[src/rtl/ascii_num_parser.sv]
// Walks a validated ASCII payload one character per cycle and emits each space-separated,
// optionally negative decimal token as a signed integer on a valid/ready stream.
module ascii_num_parser #(
    parameter int unsigned MAX_PAYLOAD = 2048,
    parameter int unsigned DATA_WIDTH  = 32,
    parameter int unsigned MAX_NUMS    = 1024
) (
    input  logic                           clk_i,
    input  logic                           rst_ni,
    input  logic                           start_i,
    input  logic                           clear_i,
    input  logic [15:0]                    buffer_length_i,
    output logic [$clog2(MAX_PAYLOAD)-1:0] char_addr_o,
    input  logic [7:0]                     char_data_i,
    output logic [DATA_WIDTH-1:0]          num_data_o,
    output logic                           num_valid_o,
    input  logic                           num_ready_i,
    output logic [15:0]                    num_count_o,
    output logic                           busy_o,
    output logic                           done_o,
    output logic                           error_o
);

    localparam int unsigned AW   = $clog2(MAX_PAYLOAD);
    localparam int unsigned AccW = DATA_WIDTH + 4;
    localparam logic [AccW-1:0] LimNeg  = AccW'(1) << (DATA_WIDTH - 1);
    localparam logic [AccW-1:0] LimPos  = LimNeg - AccW'(1);
    localparam logic [15:0]     MaxLen  = 16'(MAX_PAYLOAD);
    localparam logic [15:0]     MaxNums = 16'(MAX_NUMS);

    typedef enum logic [2:0] {StIdle, StScan, StEmit, StDone, StErr} state_e;

    state_e                state_q, state_d;
    logic [15:0]           addr_q, addr_d;
    logic [AccW-1:0]       acc_q, acc_d;
    logic                  neg_q, neg_d;
    logic                  in_num_q, in_num_d;
    logic [DATA_WIDTH-1:0] num_data_q, num_data_d;
    logic                  num_valid_q, num_valid_d;
    logic [15:0]           num_count_q, num_count_d;
    logic                  busy_q, done_q, error_q;

    logic [15:0]     len_eff;
    logic            at_end, is_digit, is_space, is_minus, ovf, term;
    logic [AccW-1:0] acc_next;

    // The address counter is wider than char_addr_o so it can reach a full-depth length.
    assign len_eff  = (buffer_length_i > MaxLen) ? MaxLen : buffer_length_i;
    assign at_end   = (addr_q == len_eff);
    assign is_digit = (char_data_i >= 8'h30) && (char_data_i <= 8'h39);
    assign is_space = (char_data_i == 8'h20);
    assign is_minus = (char_data_i == 8'h2D);
    assign acc_next = acc_q * AccW'(10) + AccW'(char_data_i[3:0]);
    assign ovf      = neg_q ? (acc_next > LimNeg) : (acc_next > LimPos);

    always_comb begin
        state_d     = state_q;
        addr_d      = addr_q;
        acc_d       = acc_q;
        neg_d       = neg_q;
        in_num_d    = in_num_q;
        num_data_d  = num_data_q;
        num_valid_d = num_valid_q;
        num_count_d = num_count_q;
        term        = 1'b0;
        unique case (state_q)
            StIdle: begin
                if (start_i) begin
                    state_d  = StScan;
                    addr_d   = '0;
                    acc_d    = '0;
                    neg_d    = 1'b0;
                    in_num_d = 1'b0;
                end
            end
            StScan: begin
                if (at_end) begin
                    if (in_num_q)   term    = 1'b1;
                    else if (neg_q) state_d = StErr;
                    else            state_d = StDone;
                end else if (is_digit) begin
                    acc_d    = acc_next;
                    in_num_d = 1'b1;
                    addr_d   = addr_q + 16'd1;
                    if (ovf) state_d = StErr;
                end else if (is_minus) begin
                    if (!in_num_q && !neg_q) begin
                        neg_d  = 1'b1;
                        addr_d = addr_q + 16'd1;
                    end else begin
                        state_d = StErr;
                    end
                end else if (is_space) begin
                    if (in_num_q) begin
                        term   = 1'b1;
                        addr_d = addr_q + 16'd1;
                    end else if (neg_q) begin
                        state_d = StErr;
                    end else begin
                        addr_d = addr_q + 16'd1;
                    end
                end else begin
                    state_d = StErr;
                end
                if (term) begin
                    if (num_count_q >= MaxNums) begin
                        state_d = StErr;
                    end else begin
                        state_d     = StEmit;
                        num_valid_d = 1'b1;
                        num_data_d  = DATA_WIDTH'(neg_q ? -acc_q : acc_q);
                    end
                end
            end
            StEmit: begin
                if (num_ready_i) begin
                    num_valid_d = 1'b0;
                    num_count_d = num_count_q + 16'd1;
                    acc_d       = '0;
                    neg_d       = 1'b0;
                    in_num_d    = 1'b0;
                    state_d     = (addr_q >= len_eff) ? StDone : StScan;
                end
            end
            StDone, StErr: ;
            default: state_d = StIdle;
        endcase
        if (state_d == StErr) num_valid_d = 1'b0;
    end

    always_ff @(posedge clk_i) begin
        if (!rst_ni || clear_i) begin
            state_q     <= StIdle;
            addr_q      <= '0;
            acc_q       <= '0;
            neg_q       <= 1'b0;
            in_num_q    <= 1'b0;
            num_data_q  <= '0;
            num_valid_q <= 1'b0;
            num_count_q <= '0;
            busy_q      <= 1'b0;
            done_q      <= 1'b0;
            error_q     <= 1'b0;
        end else begin
            state_q     <= state_d;
            addr_q      <= addr_d;
            acc_q       <= acc_d;
            neg_q       <= neg_d;
            in_num_q    <= in_num_d;
            num_data_q  <= num_data_d;
            num_valid_q <= num_valid_d;
            num_count_q <= num_count_d;
            busy_q      <= (state_d == StScan) || (state_d == StEmit);
            done_q      <= (state_d == StDone);
            error_q     <= (state_d == StErr);
        end
    end

    assign char_addr_o = addr_q[AW-1:0];
    assign num_data_o  = num_data_q;
    assign num_valid_o = num_valid_q;
    assign num_count_o = num_count_q;
    assign busy_o      = busy_q;
    assign done_o      = done_q;
    assign error_o     = error_q;

endmodule
[config.mk]
export PLATFORM = sky130hd
export DESIGN_NAME = ascii_num_parser
export DESIGN_NICKNAME = d
export VERILOG_FILES = /design/src/rtl/ascii_num_parser.sv
export SDC_FILE = /design/constraint.sdc
export NUM_CORES = 1
export LEC_CHECK = 0
export ABC_AREA = 1
export CAP_MARGIN = 10
export CORE_MARGIN = 1
export CORE_UTILIZATION = 48
export CTS_BUF_LIST = sky130_fd_sc_hd__clkbuf_8
export DETAILED_ROUTE_END_ITERATION = 8
export GPL_ROUTABILITY_DRIVEN = 1
export PLACE_DENSITY_LB_ADDON = 0.15
export SETUP_SLACK_MARGIN = 0.3
export SKIP_LAST_GASP = 1
export SYNTH_ARGS = -nofsm -noshare
export SYNTH_HDL_FRONTEND = slang
export SYNTH_SLANG_ARGS = --single-unit
export TNS_END_PERCENT = 10
[constraint.sdc]
create_clock -name clk_i -period 3.97 [get_ports clk_i]
set_clock_uncertainty 0.05 [all_clocks]
set_input_delay 0.397 -clock clk_i [delete_from_list [all_inputs] [get_ports clk_i]]
set_output_delay 0.397 -clock clk_i [all_outputs]
set_load 0.05 [all_outputs]
## Yosys cells after proc, flatten, opt, wreduce, memory -nomap -nowiden

Index checks and enable logic that the tools add are counted.
W data, S select, Z words.

- Bits in registers: 109
- Output and inout bits: 63
- Logic and storage cells: 118

- $add $sub $neg: 4
- Multiply operators: 1
- Magnitude comparators: 7
- Equality and inequality tests: 23
- Muxes and demuxes: 52
- Bitwise logic cells: 1
- Reduce and logical (&&, ||, !) cells: 19

Operators by type and width:

| kind | number |
|---|---|
| $mux W16 | 9 |
| $mux W36 | 4 |
| $pmux W36 S3 | 1 |
| $mux W3 | 14 |
| $add A36 B4 Y36 | 1 |
| $gt A36 B31 Y1 const B | 1 |
| $gt A36 B32 Y1 const B | 1 |
| $mul A36 B3 Y35 const B | 1 |
| $add A16 B1 Y16 const B | 2 |
| $mux W32 | 1 |
| $neg A32 Y32 | 1 |
| $pmux W16 S2 | 1 |
| $ne A2 B2 Y1 const B | 9 |
| $mux W1 | 17 |
| $eq A16 B16 Y1 | 1 |
| $eq A8 B6 Y1 const B | 2 |
| $ge A16 B11 Y1 const B | 1 |
| $ge A16 B16 Y1 | 1 |
| $gt A16 B12 Y1 const B | 1 |
| $eq A3 B2 Y1 const B | 4 |
| $pmux W3 S4 | 1 |
| $ge A8 B6 Y1 const B | 1 |
| $le A8 B6 Y1 const B | 1 |
| $ne A4 B4 Y1 const B | 2 |
| other kinds (20) | 29 |

## Logic depth before layout (Yosys ltp)

Gate-level depths: netlist of run 1.

- Depth in word-level cells: 11
- Depth in mapped cells: 33
- Depth with buffers taken out: 33

## Worst setup path before layout of run 1

Ideal clock, no wire load.

- Path kind: register -> register
- From: reg acc_q[3]
- To: reg busy_q (netlist: busy_o)
- Setup time: 0.114 ns
- Arrival: 3.478 ns
- Required time: 3.806 ns
- Slack: 0.328 ns
- Cell stages (with the launch flop): 31
- Path buffers: 0
- Clock period less this slack: 3.642 ns
- Cells stage by stage: dfxtp_1 -> ha_1 -> ha_1 -> fa_1 -> nand2_1 -> inv_1 -> nand2_1 -> nor2_1 -> nand3_1 -> nor2_1 -> nand2_1 -> nor2_1 -> nand3_1 -> nor2_4 -> nand3_1 -> nand2_1 -> nand2_1 -> nor2_1 -> nand2_1 -> nor2_1 -> nand2_1 -> nand2_1 -> nand3_1 -> nand2_1 -> nand2_1 -> nand2_1 -> nand2_1 -> nand2_1 -> nand2_1 -> nand2_1 -> nor2_2

- Word-level cells in the longest chain between the ends: 11
- Elaborated cells on any way between the ends: 13
- Classes of those cells: 1 x add/sub; 1 x mul; 2 x order compare; 2 x eq/ne; 6 x mux; 1 x reduce/logical

Ends and longest elaborated chain:

| what | RTL line | RTL |
|---|---|---|
| from (decl) | 35 | `logic [AccW-1:0] acc_q, acc_d;` |
| from (signal assigned) | 135 | `acc_q <= '0;` |
| from (signal assigned) | 147 | `acc_q <= acc_d;` |
| $mul A36 B3 Y35 (*) | 53 | `assign acc_next = acc_q * AccW'(10) + AccW'(char_data_i[3:0]);` |
| $add A36 B4 Y36 (*) | 53 |  |
| $gt A36 B31 Y1 or $gt A36 B32 Y1 (tied branches) | 54 | `assign ovf = neg_q ? (acc_next > LimNeg) : (acc_next > LimPos);` |
| $mux W1 (*) | 54 |  |
| $mux W3 (*) | 85 | `if (ovf) state_d = StErr;` |
| $mux W3 (*) | 81 | `end else if (is_digit) begin` |
| $mux W3 (*) | 77 | `if (at_end) begin` |
| $mux W3 (*) | 105 | `if (term) begin` |
| $pmux W3 S4 (*) | 66 | `unique case (state_q)` |
| $eq A3 B1 Y1 or $eq A3 B2 Y1 (tied branches) | 153 | `busy_q <= (state_d == StScan) \|\| (state_d == StEmit);` |
| $logic_or A1 B1 Y1 (*) | 153 |  |
| to (signal assigned) | 153 |  |
| to (decl) | 41 | `logic busy_q, done_q, error_q;` |

Mark *: on every way between the ends. The rest lies on a longest branch, timed or not.
A chain may end at the register's enable or synchronous reset.

## Worst setup path after layout of run 1

- From: reg acc_q[1]
- To: reg busy_q (netlist: busy_o)

Same word-level chain as after synthesis.

==> flow_summary.toml, run 1 <==
[synth]
postSynthCellCount = 1637
async_flop_share_pct = 0
syn_avg_cell_area_um2 = 6.09
synth_top_family_by_area = "simple AND/OR/NAND/NOR gates"
synth_xor_area_share_pct = 3.24
yosys.area.top_type = "dfxtp_1"
synth_warnings = 0
ys_seq_area_share_pct = 21.7
synth-edff-count = 0
synth.area.top_cells = "dfxtp_1 (22%), nand2_1 (18%), ha_1 (11%)"
synth-compound-area-share_pct = 12.7
netlist_area_mm2 = 0.00996
ys_ff_latch = 108
yosys.area_share.adder_pct = 11.2
ys.flop_type = "dfxtp_1"
ys_types = 50
yosys.area_share.simple_pct = 40.6
synth_top_area_share_pct = 21.7
synth_mux_area_share_pct = 0

[global_route]
grt.busiest_layer = "met2"
grt_usage_pct = 27.1
grt_max_degree = 49
grt_use_met2_pct = 46.2
grt_pass1_vias = 10100
grt_pass1_wl_um = 47600
grt-ovfl-total = 0
met3_usage_pct = 2.56
met1_usage_pct = 36.9
antenna_found_initial = 0

[route]
viasPerCell = 5.23
dr.pass1.iters = 5
postRouteAntennaNets = 0
wl_per_cell_um = 14.0
drc = 0
wl_um = 29300
drtIter0Drc = 612
route.vias.total = 10900

[clocking]
cts_root_buf = "clkbuf_8"
postCtsHoldBufs = 0
cts_made_buffers = 9
cts.clk_slew.worst_paths_ps = 110
clock_sinks = 108
cts_max_level = 3
cts_tree = "built"
insertion_delay_ps = 370
clock_path_buffers = 2

[pwr]
ir_worst_vdd_mv = 0.144
leakagePower_nw = 5.93
p_per_area_mw_per_mm2 = 154

[setup_path]
crit_family = "simple AND/OR/NAND/NOR gates"
crit_path_top_delay_cell = "fa_2"
critPathCaptureType = "flip-flop"
crit_type = "reg -> reg"
critPathBufInv = 0
crit_fanout = 4
cp-start-kind = "flip-flop"
crit_arrival_ps = 4160
crit_top_cell = "nand2_1"
cp_slowest_stage_delay_ps = 590
required_ps = 4200

[timing]
timing.fmax_mhz = 255
tightest_slew_ps = 722
slew_headroom_pct = 51.8
finalHoldViolCount = 0
rsz0062_at_grt = "true"
min_period_over_period_pct = 98.9
setup_ws_ps = 41.9
setup_viol_count_final = 0
period_needed_ps = 3930
slew_violations = 0

[placement]
dp_cells = 2056
dp_hpwl_um = 23300
gp_congestion = 0.990
numPortBuffers = 91
place_ws_ps = -86.5

[layout]
final_nets = 1931
mostFrequentLayoutCells = "nand2_1 (433), inv_1 (199), a21oi_1 (126), nand3_1 (125), nor2_1 (124)"
n_fill_cell = 1926
drive_gt1_share_pct = 20.3
utilization_pct = 63.0
final_common_cell = "nand2_1"
antennaDiodeCount = 0
syn_to_final_growth_pct = 28.3
final_cells = 2088

[status]
status = "completed"

[run]
max_cap_viol_count = 0

[floorplanning]
core_area_mm2 = 0.0203
io-pin-count = 92
dieArea_mm2 = 0.0213
die_h_um = 146
initial_core_util_pct = 49.1
die_w_um = 146
std_cell_rows = 52

[hold_path]
holdCritPathClass = "reg -> reg"
## tightest hold or removal path: cells and delay by family, from the launching register on
family | cells | cell delay (ps)
AOI/OAI and AO/OA | 1 | 80
buffers and inverters | 1 | 50
DFF | 1 | 340
## cells by family (layout without fill, tap and decap cells)
logic type,after synthesis,after routing
XOR/XNOR,36,36
AO/OA/AOI/OAI,232,232
other,1,4
AND/OR/NAND/NOR,906,906
adder cells (fa/ha/maj),88,88
flip-flops,108,108
buffers and inverters,266,444
## cell usage after synthesis, types with 2 or more instances
master and number:
a211oi_1 8, a21boi_0 2, a21oi_1 130, a21oi_2 2
and2_1 2, buf_1 5, buf_4 12, clkbuf_1 18
clkinv_1 5, dfxtp_1 108, fa_1 2, ha_1 86
inv_1 203, inv_2 23, nand2_1 465, nand2_2 29
nand2_4 2, nand3_1 137, nand3_2 9, nand3b_1 6
nand4_1 19, nor2_1 149, nor2_2 15, nor2_4 5
nor2_8 2, nor3_1 37, nor3_2 4, nor3b_1 4
nor4_1 11, o211ai_1 3, o21a_1 2, o21ai_0 65
o21bai_1 10, o31ai_1 3, or2_2 6, xnor2_1 13
xor2_1 22
## flip-flops by register name, summed over array words and instances (netlist names)
name         flops
acc_q           35
addr_q          16
busy_o           1
done_o           1
error_o          1
in_num_q         1
neg_q            1
num_count_o     16
num_data_o      32
num_valid_o      1
state_q          3
## through the flow
step	hold WS (ps)	power [mW]	TNS, ps	instance area, um2
global placement	414	1.28	-82.0	11700
global route	459	2.05	-290	12800
CTS	440	1.98	0	12100
detailed placement	408	1.28	-693	11700
finish	437	1.97	0	12800
floorplan	399	1.20	0	9970
## final timing paths
check / startpoint / end / slack, ps / cells after the start
min: num_data_o[29] / num_data_o[29] / 440 / 2
max: acc_q[1] / busy_o / 40 / 30
max reg2reg: acc_q[1] / busy_o / 40 / 30
min reg2reg: num_data_o[29] / num_data_o[29] / 440 / 2
## layout make-up
class / instances / area (um2) / area share (%)
multi-input combinational: 1266 / 7410 / 58.0
sequential: 108 / 2200 / 17.2
timing repair buffer: 197 / 1760 / 13.7
inverter: 231 / 867 / 6.78
tap: 270 / 338 / 2.64
clock buffer: 11 / 151 / 1.18
clock inverter: 4 / 56.3 / 0.440
timing repair inverter: 1 / 7.51 / 0.0587
## per-layer routing
metal	vias up	wire length [um]
met4	0	461
met5	-	0
met2	283	13600
met1	4951	14000
li1	5661	-
met3	29	1310
## power by group
group          leakage [nW]  total (mW)  switching [mW]  internal, mW
Clock                 0.106       0.712           0.382         0.329
Combinational          4.94       0.171           0.102        0.0689
Sequential            0.884        1.09         0.00391          1.09
Total                  5.93        1.97           0.489          1.48
## repair_timing
| action | in CTS | in global routing |
|---|---|---|
| pin swaps | 14 | 55 |
| endpoints found under the setup margin | 8 | 83 |
| cloned | 0 | 1 |
| buffers inserted | 12 | 4 |
| gates resized for setup | 34 | 155 |
Power figures use the tool's default switching activity.
==> run 2, diff against run 1 <==
--- a/config.mk
+++ b/config.mk
@@ -14,6 +14,7 @@
 export GPL_ROUTABILITY_DRIVEN = 1
 export PLACE_DENSITY_LB_ADDON = 0.15
 export SETUP_SLACK_MARGIN = 0.3
+export SKIP_CTS_REPAIR_TIMING = 1
 export SKIP_LAST_GASP = 1
 export SYNTH_ARGS = -nofsm -noshare
 export SYNTH_HDL_FRONTEND = slang
==> flow_summary.toml, run 2 (synthesis results as in run 1) <==
[clocking]
cts.clk_slew.worst_paths_ps = 110
cts_made_buffers = 9
cts_max_level = 3
clock_path_buffers = 2
cts_tree = "built"
insertion_delay_ps = 370
cts_root_buf = "clkbuf_8"
clock_sinks = 108

[hold_path]
holdCritPathClass = "reg -> reg"

[setup_path]
cp-start-kind = "flip-flop"
critPathBufInv = 0
required_ps = 4200
critPathCaptureType = "flip-flop"
crit_path_top_delay_cell = "fa_2"
crit_family = "simple AND/OR/NAND/NOR gates"
crit_fanout = 4
crit_arrival_ps = 4130
crit_top_cell = "nand2_1"
crit_type = "reg -> reg"
cp_slowest_stage_delay_ps = 580

[layout]
multi_input_comb_area_mm2 = 0.00728
drive_gt1_share_pct = 19.2
antennaDiodeCount = 0
mostFrequentLayoutCells = "nand2_1 (431), inv_1 (201), nand3_1 (129), a21oi_1 (126), nor2_1 (125)"
utilization_pct = 61.8
syn_to_final_growth_pct = 25.9
regArea_mm2 = 0.00220
final_nets = 1922
final_common_cell = "nand2_1"
fin_area_mm2 = 0.0125
n_fill_cell = 1972
regMostFlops = "acc_q"
largest_register_ffs = 35

[global_route]
grt_usage_pct = 26.9
grt_pass1_wl_um = 47200
grt_pass1_vias = 10000
grt-ovfl-total = 0
grt_max_degree = 49
antenna_found_initial = 0

[route]
drtIter0Drc = 597
wl_um = 29000
dr.pass1.iters = 5
drc = 0
postRouteAntennaNets = 0
route.vias.total = 10800
wl_per_cell_um = 13.9
viasPerCell = 5.21

[floorplanning]
initial_core_util_pct = 49.1
dieArea_mm2 = 0.0213
io-pin-count = 92
die_h_um = 146
die_w_um = 146
core_area_mm2 = 0.0203
std_cell_rows = 52

[timing]
timing.fmax_mhz = 256
slew_violations = 0
period_needed_ps = 3900
setup_viol_count_final = 0
finalSetupTns_ps = 0
slew_headroom_pct = 52.3
tightest_slew_ps = 715
finalHoldViolCount = 0
rsz0062_at_grt = "true"
holdWs_ps = 437
min_period_over_period_pct = 98.3

[pwr]
ir_worst_vdd_mv = 0.144
leakagePower_nw = 5.75
p_per_area_mw_per_mm2 = 157

[placement]
gp_congestion = 0.990
numPortBuffers = 91
dp_hpwl_um = 23300
postPlaceCellArea_mm2 = 0.0117

[status]
status = "completed"

[run]
max_cap_viol_count = 0
[run 2: cell count changes in the layout (fill, tap and decap cells not counted), moves of 4 or more]
cell             previous run  this run
nand3_1                   125       129
nor2_4                     19        15
clkdlybuf4s50_1            81        91
ha_1                       61        67
dlymetal6s2s_1             10         0
buf_4                     102        96
ha_4                       14         8
nand3_2                    21        16
[run 2: worst paths after layout]
path	from	endpoint	slack, ps	cells after the start
setup / recovery	acc_q[1]	busy_o	70	30
hold / removal	num_data_o[29]	num_data_o[29]	440	2
setup reg to reg	acc_q[1]	busy_o	70	30
hold reg to reg	num_data_o[29]	num_data_o[29]	440	2
[run 2: cell type report]
class / count / share of cell area [%]
timing repair inverter: 1 / 0.0598
inverter: 231 / 6.91
clock buffer: 11 / 1.21
timing repair buffer: 188 / 13.2
tap: 270 / 2.69
clock inverter: 4 / 0.449
sequential: 108 / 17.5
multi-input combinational: 1266 / 58.0
[run 2: report_power, final]
group	leakage (nW)	total, mW	switching (mW)	internal [mW]
clock network	0.106	0.716	0.386	0.329
logic	4.76	0.168	0.0998	0.0682
registers	0.884	1.09	0.00384	1.09
[run 2: per-layer routing]
metal  global-route usage (%)  vias up  part of all wire, %
met5                        0        -                    0
li1                         -     5634                    -
met4                     5.99        0                  1.4
met2                     45.5      264                   46
met1                     36.8     4912                   48
met3                     2.63       25                  4.5
[run 2: worst reg2reg max path: cells and delay by family (launching register included)]
kind,cells,cell delay (ps)
flip-flops,1,350
AND/OR/NAND/NOR,27,2400
adder cells (fa/ha/maj),3,980
[run 2: through the flow]
| stage | worst slack (ps) | cells | total power, mW |
|---|---|---|---|
| 2_1_floorplan | 328 | 1640 | 1.20 |
| 3_3_place_gp | -19.8 | 2056 | 1.28 |
| 3_5_place_dp | -86.5 | 2056 | 1.28 |
| 4_1_cts | -17.0 | 2071 | 1.98 |
| 5_1_grt | -157 | 2079 | 2.05 |
| 6_report | 65.6 | 2079 | 1.97 |
==> run 3, diff against run 2 <==
==> constraint.sdc (replaced) <==
create_clock -name clk_i -period 3.97 [get_ports clk_i]
set_clock_uncertainty 0.05 [all_clocks]
set_input_delay 0.794 -clock clk_i [delete_from_list [all_inputs] [get_ports clk_i]]
set_output_delay 0.794 -clock clk_i [all_outputs]
set_load 0.05 [all_outputs]
==> flow_summary.toml, run 3 (synthesis results as in run 1) <==
[status]
status = "completed"

[pwr]
p_per_area_mw_per_mm2 = 143
p_int_mw = 1.40
p_switching_mw = 0.512
leakagePower_nw = 6.29
seq_power_share_pct = 56.9
combPwrFrac_pct = 10.3
clockPowerShare_pct = 32.7
p_sw_share_pct = 26.8
ir_worst_vdd_mv = 0.149

[floorplanning]
io-pin-count = 92
std_cell_rows = 52
initial_core_util_pct = 49.1
die_h_um = 146
dieArea_mm2 = 0.0213
core_area_mm2 = 0.0203
die_w_um = 146

[timing]
setup_viol_count_final = 0
slew_headroom_pct = 51.6
tightest_slew_ps = 721
timing.fmax_mhz = 257
min_period_over_period_pct = 98.0
holdWs_ps = 427
period_needed_ps = 3890
rsz0062_at_grt = "true"
finalHoldViolCount = 0
slew_violations = 0

[layout]
final_nets = 1997
syn_to_final_growth_pct = 33.8
antennaDiodeCount = 0
fin_area_mm2 = 0.0133
final_common_cell = "nand2_1"
utilization_pct = 65.7
mostFrequentLayoutCells = "nand2_1 (431), inv_1 (195), buf_4 (164), nor2_1 (130), nand3_1 (129)"
largest_register_ffs = 35
drive_gt1_share_pct = 23.3
final_cells = 2155
regMostFlops = "acc_q"
n_fill_cell = 1890

[setup_path]
cp_slowest_stage_delay_ps = 550
startpoint = "acc_q[1]"
cp-start-kind = "flip-flop"
crit_arrival_ps = 4130
crit_end = "busy_o"
crit_type = "reg -> reg"
crit_top_cell = "nand2_2"
r2r-start = "acc_q[1]"
critPathCaptureType = "flip-flop"
r2r_cells = 30
r2r_slack_ps = 80
r2r-end = "busy_o"
required_ps = 4200
crit_fanout = 4
crit_path_top_delay_cell = "fa_2"

[global_route]
grt_pass1_vias = 10100
grt_pass1_wl_um = 48500
grt-ovfl-total = 0
grt_usage_pct = 27.6
antenna_found_initial = 0
grt_max_degree = 49

[hold_path]
holdCritPathClass = "reg -> reg"

[clocking]
cts_max_level = 3
insertion_delay_ps = 380
clock_sinks = 108
cts_tree = "built"
cts_made_buffers = 9
clock_path_buffers = 2
cts.clk_slew.worst_paths_ps = 100
cts_root_buf = "clkbuf_8"

[route]
postRouteAntennaNets = 0
drc = 0
wl_um = 30800
drtIter0Drc = 598
dr.pass1.iters = 5
viasPerCell = 5.21
route.vias.total = 11200
wl_per_cell_um = 14.3

[placement]
numPortBuffers = 91
gp_congestion = 0.932
dp_cells = 2127
postPlaceCellArea_mm2 = 0.0123
dp_hpwl_um = 24000

[run]
max_cap_viol_count = 0
run 3: cell count changes in the layout (fill, tap and decap cells not counted), sizes merged:
cell / delta
dlymetal6s2s: +8
bufinv: -1
clkinvlp: +1
clkinv: +2
clkbuf: +2
buf: +79
clkdlybuf4s50: -16
inv: +1
run 3: routing by layer:
| layer | GRT usage [%] | vias to the layer above | wire, um |
|---|---|---|---|
| li1 | - | 5795 | - |
| met1 | 38.4 | 5106 | 14300 |
| met2 | 46.9 | 288 | 14700 |
| met3 | 2.16 | 33 | 1350 |
| met4 | 5.10 | 0 | 408 |
| met5 | 0 | - | 0 |
run 3: power groups by stage:
stage          Sequential [mW]  Combinational (mW)  Clock [mW]
2_1_floorplan             1.12              0.0878           0
3_3_place_gp              1.11               0.176           0
3_5_place_dp              1.11               0.177           0
4_1_cts                   1.09               0.179       0.642
5_1_grt                   1.09               0.217       0.685
6_report                  1.09               0.198       0.626
run 3: cell type report:
cell class	count	area, um2	area share [%]
Multi-Input combinational cell	1266	7460	56.0
Tap cell	270	338	2.53
Timing Repair inverter	1	6.26	0.0469
Sequential cell	108	2200	16.5
Timing Repair Buffer	263	2270	17.0
Clock inverter	7	51.3	0.385
Clock buffer	9	124	0.929
Inverter	231	877	6.58
run 3: worst min-delay path by stage:
stage / start / end / slack [ps] / cells after the start
after floorplan: acc_q[33] / acc_q[33] / 400 / 2
after global placement: acc_q[33] / acc_q[33] / 410 / 2
after detailed placement: acc_q[33] / acc_q[33] / 410 / 2
after CTS: acc_q[33] / acc_q[33] / 430 / 2
after global routing: acc_q[33] / acc_q[33] / 460 / 2
final: acc_q[33] / acc_q[33] / 430 / 2
run 3: critical path: cells and delay by family, from the launching register on:
family	cells	cell delay (ps)
and+or+nand+nor	27	2410
adders and majority gates	3	950
DFF	1	370
run 3: stage by stage:
stage / worst slack, ps / setup TNS (ps) / power (mW)
after floorplan: 319 / 0 / 1.20
after global placement: -287 / -8440 / 1.29
after detailed placement: -410 / -15680 / 1.29
after CTS: -12.0 / -15.0 / 1.91
after global routing: -198 / -576 / 1.99
final: 77.8 / 0 / 1.91
